===== src/rtl/m_serial_shifter.sv =====
// m_serial_shifter: bit-serial SLL/SRL/SRA datapath with start/busy/done handshake.
// Loads an operand and a shift amount, then shifts one position per clock
// until the remaining count reaches zero.
// Optional build macro SERIAL_SHIFTER_NIBBLE_EN: while at least four positions
// remain, shift four positions per clock instead of one.
// XLEN must equal 2**SHW so that any shift amount fits the count register.
module m_serial_shifter #(
    parameter int XLEN = 32,
    parameter int SHW  = 5
) (
    input  logic            clk,
    input  logic            rst_n,
    input  logic            start,
    input  logic [1:0]      op,
    input  logic [XLEN-1:0] din,
    input  logic [SHW-1:0]  shamt,
    output logic            busy,
    output logic            done,
    output logic [XLEN-1:0] dout,
    output logic [SHW-1:0]  dbg_cnt
);

    // Controller states
    localparam logic [1:0] ST_IDLE  = 2'b00;
    localparam logic [1:0] ST_SHIFT = 2'b01;
    localparam logic [1:0] ST_DONE  = 2'b10;

    // Operation codes; 01 and the reserved 11 both decode to SRL
    localparam logic [1:0] OP_SLL = 2'b00;
    localparam logic [1:0] OP_SRA = 2'b10;

    localparam logic [SHW-1:0] CNT_ONE = SHW'(1);
`ifdef SERIAL_SHIFTER_NIBBLE_EN
    localparam logic [SHW-1:0] CNT_FOUR = SHW'(4);
`endif

    logic [1:0]      state_q, state_d;
    logic [XLEN-1:0] dout_q,  dout_d;
    logic [SHW-1:0]  cnt_q,   cnt_d;
    logic [1:0]      op_q,    op_d;

    // Single-position step; any code other than SLL/SRA is a logical right shift
    function automatic logic [XLEN-1:0] step1(input logic [XLEN-1:0] v,
                                              input logic [1:0]      o);
        logic [XLEN-1:0] r;
        case (o)
            OP_SLL:  r = {v[XLEN-2:0], 1'b0};
            OP_SRA:  r = {v[XLEN-1], v[XLEN-1:1]};
            default: r = {1'b0, v[XLEN-1:1]};
        endcase
        return r;
    endfunction

`ifdef SERIAL_SHIFTER_NIBBLE_EN
    // Four-position step with the same semantics; SRA replicates the sign bit four times
    function automatic logic [XLEN-1:0] step4(input logic [XLEN-1:0] v,
                                              input logic [1:0]      o);
        logic [XLEN-1:0] r;
        case (o)
            OP_SLL:  r = {v[XLEN-5:0], 4'b0000};
            OP_SRA:  r = {{4{v[XLEN-1]}}, v[XLEN-1:4]};
            default: r = {4'b0000, v[XLEN-1:4]};
        endcase
        return r;
    endfunction
`endif

    // Next-state and datapath update for the load/shift/done sequence
    always_comb begin
        state_d = state_q;
        dout_d  = dout_q;
        cnt_d   = cnt_q;
        op_d    = op_q;
        case (state_q)
            ST_IDLE: begin
                // Operands are only sampled here; a zero amount goes straight to DONE
                if (start) begin
                    dout_d  = din;
                    cnt_d   = shamt;
                    op_d    = op;
                    state_d = (shamt != '0) ? ST_SHIFT : ST_DONE;
                end
            end
            ST_SHIFT: begin
`ifdef SERIAL_SHIFTER_NIBBLE_EN
                if (cnt_q >= CNT_FOUR) begin
                    dout_d = step4(dout_q, op_q);
                    cnt_d  = cnt_q - CNT_FOUR;
                    if (cnt_q == CNT_FOUR) begin
                        state_d = ST_DONE;
                    end
                end else
`endif
                begin
                    // The count is never decremented below zero; a zero count
                    // in SHIFT (unreachable in normal use) simply finishes.
                    if (cnt_q != '0) begin
                        dout_d = step1(dout_q, op_q);
                        cnt_d  = cnt_q - CNT_ONE;
                    end
                    if (cnt_q <= CNT_ONE) begin
                        state_d = ST_DONE;
                    end
                end
            end
            ST_DONE: begin
                // Start is ignored here; result is held until the next accepted start
                state_d = ST_IDLE;
            end
            default: begin
                state_d = ST_IDLE;
            end
        endcase
    end

    // State registers; reset aborts any operation in flight without a done pulse
    always_ff @(posedge clk or negedge rst_n) begin
        if (!rst_n) begin
            state_q <= ST_IDLE;
            dout_q  <= '0;
            cnt_q   <= '0;
            op_q    <= 2'b00;
        end else begin
            state_q <= state_d;
            dout_q  <= dout_d;
            cnt_q   <= cnt_d;
            op_q    <= op_d;
        end
    end

    // Handshake outputs decode directly from the registered state
    assign busy    = (state_q == ST_SHIFT);
    assign done    = (state_q == ST_DONE);
    assign dout    = dout_q;
    assign dbg_cnt = cnt_q;

endmodule


===== config.mk =====
export PLATFORM = sky130hd
export DESIGN_NAME = m_serial_shifter
export DESIGN_NICKNAME = d
export VERILOG_FILES = /design/src/rtl/m_serial_shifter.sv
export SDC_FILE = /design/constraint.sdc
export NUM_CORES = 1
export LEC_CHECK = 0
export ABC_AREA = 1
export CAP_MARGIN = 20
export CORE_MARGIN = 2
export CORE_UTILIZATION = 43
export CTS_BUF_LIST = sky130_fd_sc_hd__clkbuf_4
export CTS_CLUSTER_SIZE = 10
export DETAILED_ROUTE_END_ITERATION = 16
export PLACE_DENSITY = 0.78
export SLEW_MARGIN = 20
export SYNTH_ARGS = -nofsm -noshare
export SYNTH_HDL_FRONTEND = slang
export SYNTH_SLANG_ARGS = --single-unit
export TNS_END_PERCENT = 1

===== constraint.sdc =====
create_clock -name clk -period 1.5 [get_ports clk]
set_input_delay 0.15 -clock clk [delete_from_list [all_inputs] [get_ports clk]]
set_output_delay 0.15 -clock clk [all_outputs]
set_load 0.005 [all_outputs]

==> summary.md, run 1 <==
| Metric | Value |
|---|---|
| Outcome | finished with violations |
| Failing checks | negative setup slack |
| Fmax | 616 MHz |
| CP Capture Type | flop |
| TritonCTS Buffers | 5 |
| N_diodes | 0 |
| R2r worst-path depth | 8 |
| Unrepaired setup endpoints after global routing | yes |
| #FFs+latches synth | 41 |
| Post-route ant nets | 0 |
| Crit share post-route | 108% |
| Placed wire-length estimate | 4910 um |
| Max Cap Violations | 0 |
| Clock Skew | 11.3 ps |
| Hold/Removal Path Class | input pin to asynchronous set/reset pin |
| Worst path depth | 8 |
| Initial antenna violation count | 0 |
| Largest net degree at the start of global routing | 39 |
| R2R Setup Slk | -120 ps |
| CTS tree | built |
| DRT Pass-1 Iters | 5 |
| Worst path cell trace | inv_2, nor2_4, buf_4, buf_4, buf_12, nand3_1, and2_0, o21ai_0 |
| Seq. cell area | 0.00103 mm^2 |
| Fraction of layout cells with a size suffix above 1 | 11.4% |
| Leak | 2.12 nW |
| TritonCTS Sinks | 41 |
| Drt first-iter violations | 156 |
| Final RePlAce weighted congestion | 0.811 |
| Largest stage delay, worst path | 390 ps |
| Net total in the final layout | 544 |
| CP Class | flop to flop |
| Total number of vias | 2,950 |
| Slowest stage cell, crit path | dfrtp_1 |
| Max Slew Vio Count | 0 |
| CTS root buf | clkbuf_4 |
| Avg WL per Cell | 13.8 um |
| Synth Instances | 401 |
| Total wire length | 7950 um |
| Endpoints failing hold | 0 |
| Top Ports | 81 |
| Gr ovfl total | 0 |
| Switching Share | 45.6% |
| # port buffers | 80 |
| Finish-stage setup viols | 1 |
| Syn nets | 445 |
| CP dominant cell by count | buf_4 |
| Area share of the largest cell type after synthesis | 40.4% |
| Reg2reg start | state_q[0] |
| Fin area | 0.00386 mm^2 |
| Crit Path Max Fanout | 20 |
| Critical path origin | state_q[0] |
| Synth area leaders | dfrtp_1 (40%), nand2_1 (32%), nand3_1 (9.8%) |
| Clk pwr share | 10.2% |
| Cell taking the most area after synthesis | dfrtp_1 |
| Final total power | 8.99 mW |
| Final WS setup | -125 ps |
| Reg2reg end | dout[31] |
| Slew headroom | 69.9% |
| Starting Density | 43.7% |
| Psw | 4.10 mW |
| Post-Syn Area | 0.00254 mm^2 |
| Seq/Total Area, Yosys | 40.4% |
| Top delay family on crit path | buffers and inverters |
| Clk buf depth | 2 |
| Crit path time final | 1620 ps |
| Num rows | 28 |
| Filler cells | 491 |
| Area after DPL | 0.00349 mm^2 |
| WP data required | 1760 ps |
| Worst path bufs/invs | 4 |
| Worst slew pin tran | 450 ps |
| Startpoint types | flop |
| Die X | 80.9 um |
| Multi-input logic area | 0.00134 mm^2 |
| # DRC | 0 |
| Power Dens Cells | 2330 mW/mm^2 |
| Vias in the first global route | 2,656 |
| Die area | 0.00654 mm^2 |
| Clock Pin Slew Worst Setup and Hold Paths | 130 ps |
| Syn Area/Cell | 6.34 um^2 |
| Synth unique cells | 19 |
| Core area | 0.00582 mm^2 |
| Worst EP arrival | 1880 ps |
| Die H | 80.9 um |
| Seq pwr share | 24.1% |
| Clock Latency Late Sink | 370 ps |
| P&R area growth vs syn | 52.0% |
| Dpl ws | -166 ps |
| First-pass GRT wire length | 11,600 um |
| Via/cell ratio | 5.12 |
| Share of total power in combinational logic | 65.6% |
| Crit path capture | dout[31] |
| Worst hold slack | 197 ps |
| H-tree lvl count | 2 |
| Maximum vdd drop | 1.36 mV |
| YS warnings | 0 |
| GR Util All Layers | 22.7% |
| Pint | 4.90 mW |
[sequential cells by signal, indices dropped and copies added (netlist names)]
signal	flops
op_q	2
dout	32
dbg_cnt	5
state_q	2
[synth_stat cells, drive strengths merged]
cell    instances
and2            1
nand2         221
nand3b          1
a21oi           1
clkbuf          2
o211ai          1
inv            34
o21ai          13
ha              2
nand3          51
dfrtp          41
nor2           14
buf            19
[worst reg2reg max path, delay by kind of cell, from the launching register on]
kind            cells  cell delay, ps
buf+inv             4             470
simple gates        3             350
compound gates      1             300
flops               1             390
[kinds of logic after synthesis]
group                      share of synthesized area, %
adders and majority gates                         0.984
and+or+nand+nor                                    45.8
DFF                                                40.4
AOI/OAI and AO/OA                                  3.05
buffers and inverters                              9.84
[layout make-up]
| class | instances | share of cell area (%) |
|---|---|---|
| inverter | 34 | 3.69 |
| timing repair buffer | 109 | 29.4 |
| tap | 75 | 2.43 |
| timing repair inverter | 3 | 0.680 |
| clock buffer | 5 | 0.971 |
| multi-input combinational | 306 | 34.6 |
| clock inverter | 3 | 1.68 |
| sequential | 41 | 26.6 |
[worst min path at each step]
stage	startpoint	end	slack, ps	depth (start not counted)
floorplan	rst_n	dbg_cnt[0]	-150	0
global placement	rst_n	dout[17]	70	1
detailed placement	rst_n	dout[16]	70	1
CTS	rst_n	dout[21]	210	2
global route	rst_n	dout[21]	210	2
finish	rst_n	dout[16]	200	2
[repair_timing]
item	in CTS	in global routing
pin swaps	1	5
cloned	0	8
setup buffers	3	2
gates resized for setup	11	25
hold buffers	1	0
hold endpoints to repair	13	0
setup endpoints to repair	42	47
[metrics by stage]
stage               cells  util, %  TNS, ps
floorplan             401        -        0
CTS                   566     62.6        0
finish                576     66.5     -125
global route          576     66.5     -367
global placement      554     60.1    -1610
detailed placement    554     60.1    -3220
[power by group through the flow]
stage / Sequential (mW) / Clock, mW / Combinational [mW]
global route: 2.22 / 0.981 / 6.55
global placement: 2.17 / 0 / 4.92
detailed placement: 2.18 / 0 / 5.07
floorplan: 2.14 / 0 / 3.04
CTS: 2.16 / 0.912 / 5.17
finish: 2.17 / 0.919 / 5.90
[routing by layer]
metal / vias up / GRT usage (%) / wire (um)
li1: 1431 / - / -
met1: 1350 / 28.4 / 3270
met2: 143 / 39.0 / 3820
met3: 26 / 4.11 / 641
met4: 0 / 8.64 / 219
met5: - / 0 / 0
[layout by cell type (no fill, tap or decap), types with 2 or more instances in the layout]
cell type / instances
inv_2: 5
nand3_1: 50
nand2_8: 2
clkbuf_16: 3
nor2_1: 11
inv_6: 3
dlymetal6s2s_1: 8
bufinv_16: 2
o21ai_0: 12
inv_1: 27
nand2_1: 218
nor2_2: 2
buf_12: 4
dlygate4sd2_1: 6
clkbuf_4: 5
dfrtp_1: 40
clkdlybuf4s50_1: 65
buf_4: 20
No activity file was read; power rests on OpenSTA's default activity.
==> run 2, diff against run 1 <==
CORE_UTILIZATION = 42   (was 43)
CTS_BUF_LIST = not set   (was sky130_fd_sc_hd__clkbuf_4)
PLACE_DENSITY = 0.77   (was 0.78)
==> summary.md, run 2 (synthesis results as in run 1) <==
| Metric | Value |
|---|---|
| Outcome | finished, final reports clean |
| Die H | 81.8 um (+1.1%) |
| Net total in the final layout | 526 (-3.3%) |
| Clock Skew | 7.93 ps (-3.36 ps) |
| Maximum vdd drop | 1.58 mV (+16%) |
| Crit path time final | 1470 ps (-158 ps) |
| Fraction of layout cells with a size suffix above 1 | 7.25% (-4.1 points) |
| Filler cells | 581 (+18%) |
| Worst path bufs/invs | 1 (-3) |
| Max Slew Vio Count | 0 (unchanged) |
| Core area | 0.00589 mm^2 (+1.2%) |
| Most common cell after layout, fill and taps aside | nand2_1 |
| Crit Path Max Fanout | 5 (-75%) |
| Crit share post-route | 97.8% (-11 points) |
| Total number of vias | 2,733 (-7.4%) |
| Top delay family on crit path | buffers and inverters |
| Area after DPL | 0.00345 mm^2 (-1.3%) |
| Drt first-iter violations | 202 (+29%) |
| TritonCTS Buffers | 5 (unchanged) |
| Unrepaired setup endpoints after global routing | yes |
| # port buffers | 80 (unchanged) |
| Worst EP arrival | 1320 ps (-560 ps) |
| Fmax | 682 MHz (+11%) |
| First-pass GRT wire length | 11,200 um (-2.9%) |
| Startpoint types | flop |
| CTS tree | built |
| Largest net degree at the start of global routing | 39 (unchanged) |
| Final WS setup | 33.4 ps (+158 ps) |
| CTS root buf | clkbuf_8 |
| Die X | 81.8 um (+1.1%) |
| Seq. cell area | 0.00103 mm^2 (-0.12%) |
| Largest stage delay, worst path | 550 ps (+160 ps) |
| Leak | 1.89 nW (-11%) |
| CP Class | flop to primary output |
| Clk buf depth | 2 (unchanged) |
| Fin area | 0.00358 mm^2 (-7.3%) |
| Post-Route Utilization | 60.9% (-5.6 points) |
| Worst hold slack | 368 ps (+171 ps) |
| Gr ovfl total | 0 (unchanged) |
| WP data required | 1350 ps (-410 ps) |
| Power Dens Cells | 2200 mW/mm^2 (-5.3%) |
| Final RePlAce weighted congestion | 0.808 (-0.44%) |
| Worst path cell trace | clkdlybuf4s50_1 |
| Die area | 0.00669 mm^2 (+2.3%) |
| GR Util All Layers | 21.2% (-1.6 points) |
| Max reg flops | 32 (unchanged) |
| Via/cell ratio | 4.90 (-4.4%) |
| Top Ports | 81 (unchanged) |
| Endpoints failing hold | 0 (unchanged) |
| Final total power | 7.89 mW (-12%) |
| H-tree lvl count | 2 (unchanged) |
| # DRC | 0 (unchanged) |
| Num rows | 28 (unchanged) |
| DRT Pass-1 Iters | 5 (unchanged) |
| Clock Latency Late Sink | 290 ps (-80 ps) |
| Slowest stage cell, crit path | clkdlybuf4s50_1 |
| Total wire length | 6790 um (-15%) |
| Dpl ws | -144 ps (+22.3 ps) |
| Avg WL per Cell | 12.2 um (-12%) |
| Worst slew pin tran | 522 ps (+71.8 ps) |
| Initial antenna violation count | 0 (unchanged) |
| Hold/Removal Path Class | input pin to asynchronous set/reset pin |
| Placed wire-length estimate | 4630 um (-5.6%) |
| N_diodes | 0 (unchanged) |
| TritonCTS Sinks | 41 (unchanged) |
| Slew headroom | 65.2% (-4.7 points) |
| P&R area growth vs syn | 40.9% |
| Multi-input logic area | 0.00129 mm^2 (-3.5%) |
| CP Capture Type | primary output |
| Finish-stage setup viols | 0 (-1) |
| Clock Pin Slew Worst Setup and Hold Paths | 80 ps (-50 ps) |
| R2R Setup Slk | 50 ps (+170 ps) |
| Commonest non-fill, non-tap cells in the layout | nand2_1 (220), clkdlybuf4s50_1 (77), nand3_1 (50) |
| Max Cap Violations | 0 (unchanged) |
| Starting Density | 43.2% (-0.52 points) |
| Vias in the first global route | 2,557 (-3.7%) |
| Post-route ant nets | 0 (unchanged) |
run 2: changes by cell type in the layout (fill, tap and decap cells not counted), moves of 5 or more:
cell / delta
dlygate4sd2_1: -5
clkdlybuf4s50_1: +12
dlymetal6s2s_1: -7
clkbuf_4: -5
buf_4: -10
clkbuf_8: +5
run 2: per-layer routing:
| metal | GRT usage [%] | wire, um | vias to the layer above |
|---|---|---|---|
| met1 | 27.4 | 3000 | 1234 |
| li1 | - | - | 1382 |
| met2 | 36.6 | 3320 | 109 |
| met5 | 0 | 0 | - |
| met3 | 4.29 | 425 | 8 |
| met4 | 4.33 | 45 | 0 |
run 2: layout make-up:
class / count / area share, %
repair buffers: 95 / 26.6
inverters: 34 / 3.70
well taps: 75 / 2.62
flip-flops and latches: 41 / 28.6
multi-input cells: 305 / 36.0
clock inverters: 3 / 0.489
clock buffers: 5 / 1.92
run 2: power by group:
part           switching, mW  total (mW)  internal, mW
Combinational           2.75        5.01          2.26
Sequential             0.506        2.18          1.67
Clock                  0.388       0.710         0.322
run 2: final timing paths:
check / start / to / cells past startpoint
min in group clk: op[1] / op_q[1] / 3
setup / recovery: dbg_cnt[2] / dbg_cnt[2] / 1
hold / removal: rst_n / dout[15] / 2
setup reg to reg: dbg_cnt[0] / dbg_cnt[3] / 10
hold reg to reg: dout[8] / dout[8] / 2
max in group asynchronous: rst_n / dout[22] / 3
run 2: what timing repair did:
item | CTS | global route
setup buffers | 0 | 1
setup endpoints to repair | 38 | 38
resized for setup | 1 | 10
endpoints found under the hold margin | 20 | 0
hold buffers | 1 | 0
pin swaps | 0 | 3
run 2: per-stage QoR:
stage                     instances  TNS, ps
after global placement          548    -2500
after CTS                       557    -3040
after global routing            558    -1520
after floorplan                 401        0
after detailed placement        548    -3030
final                           558        0
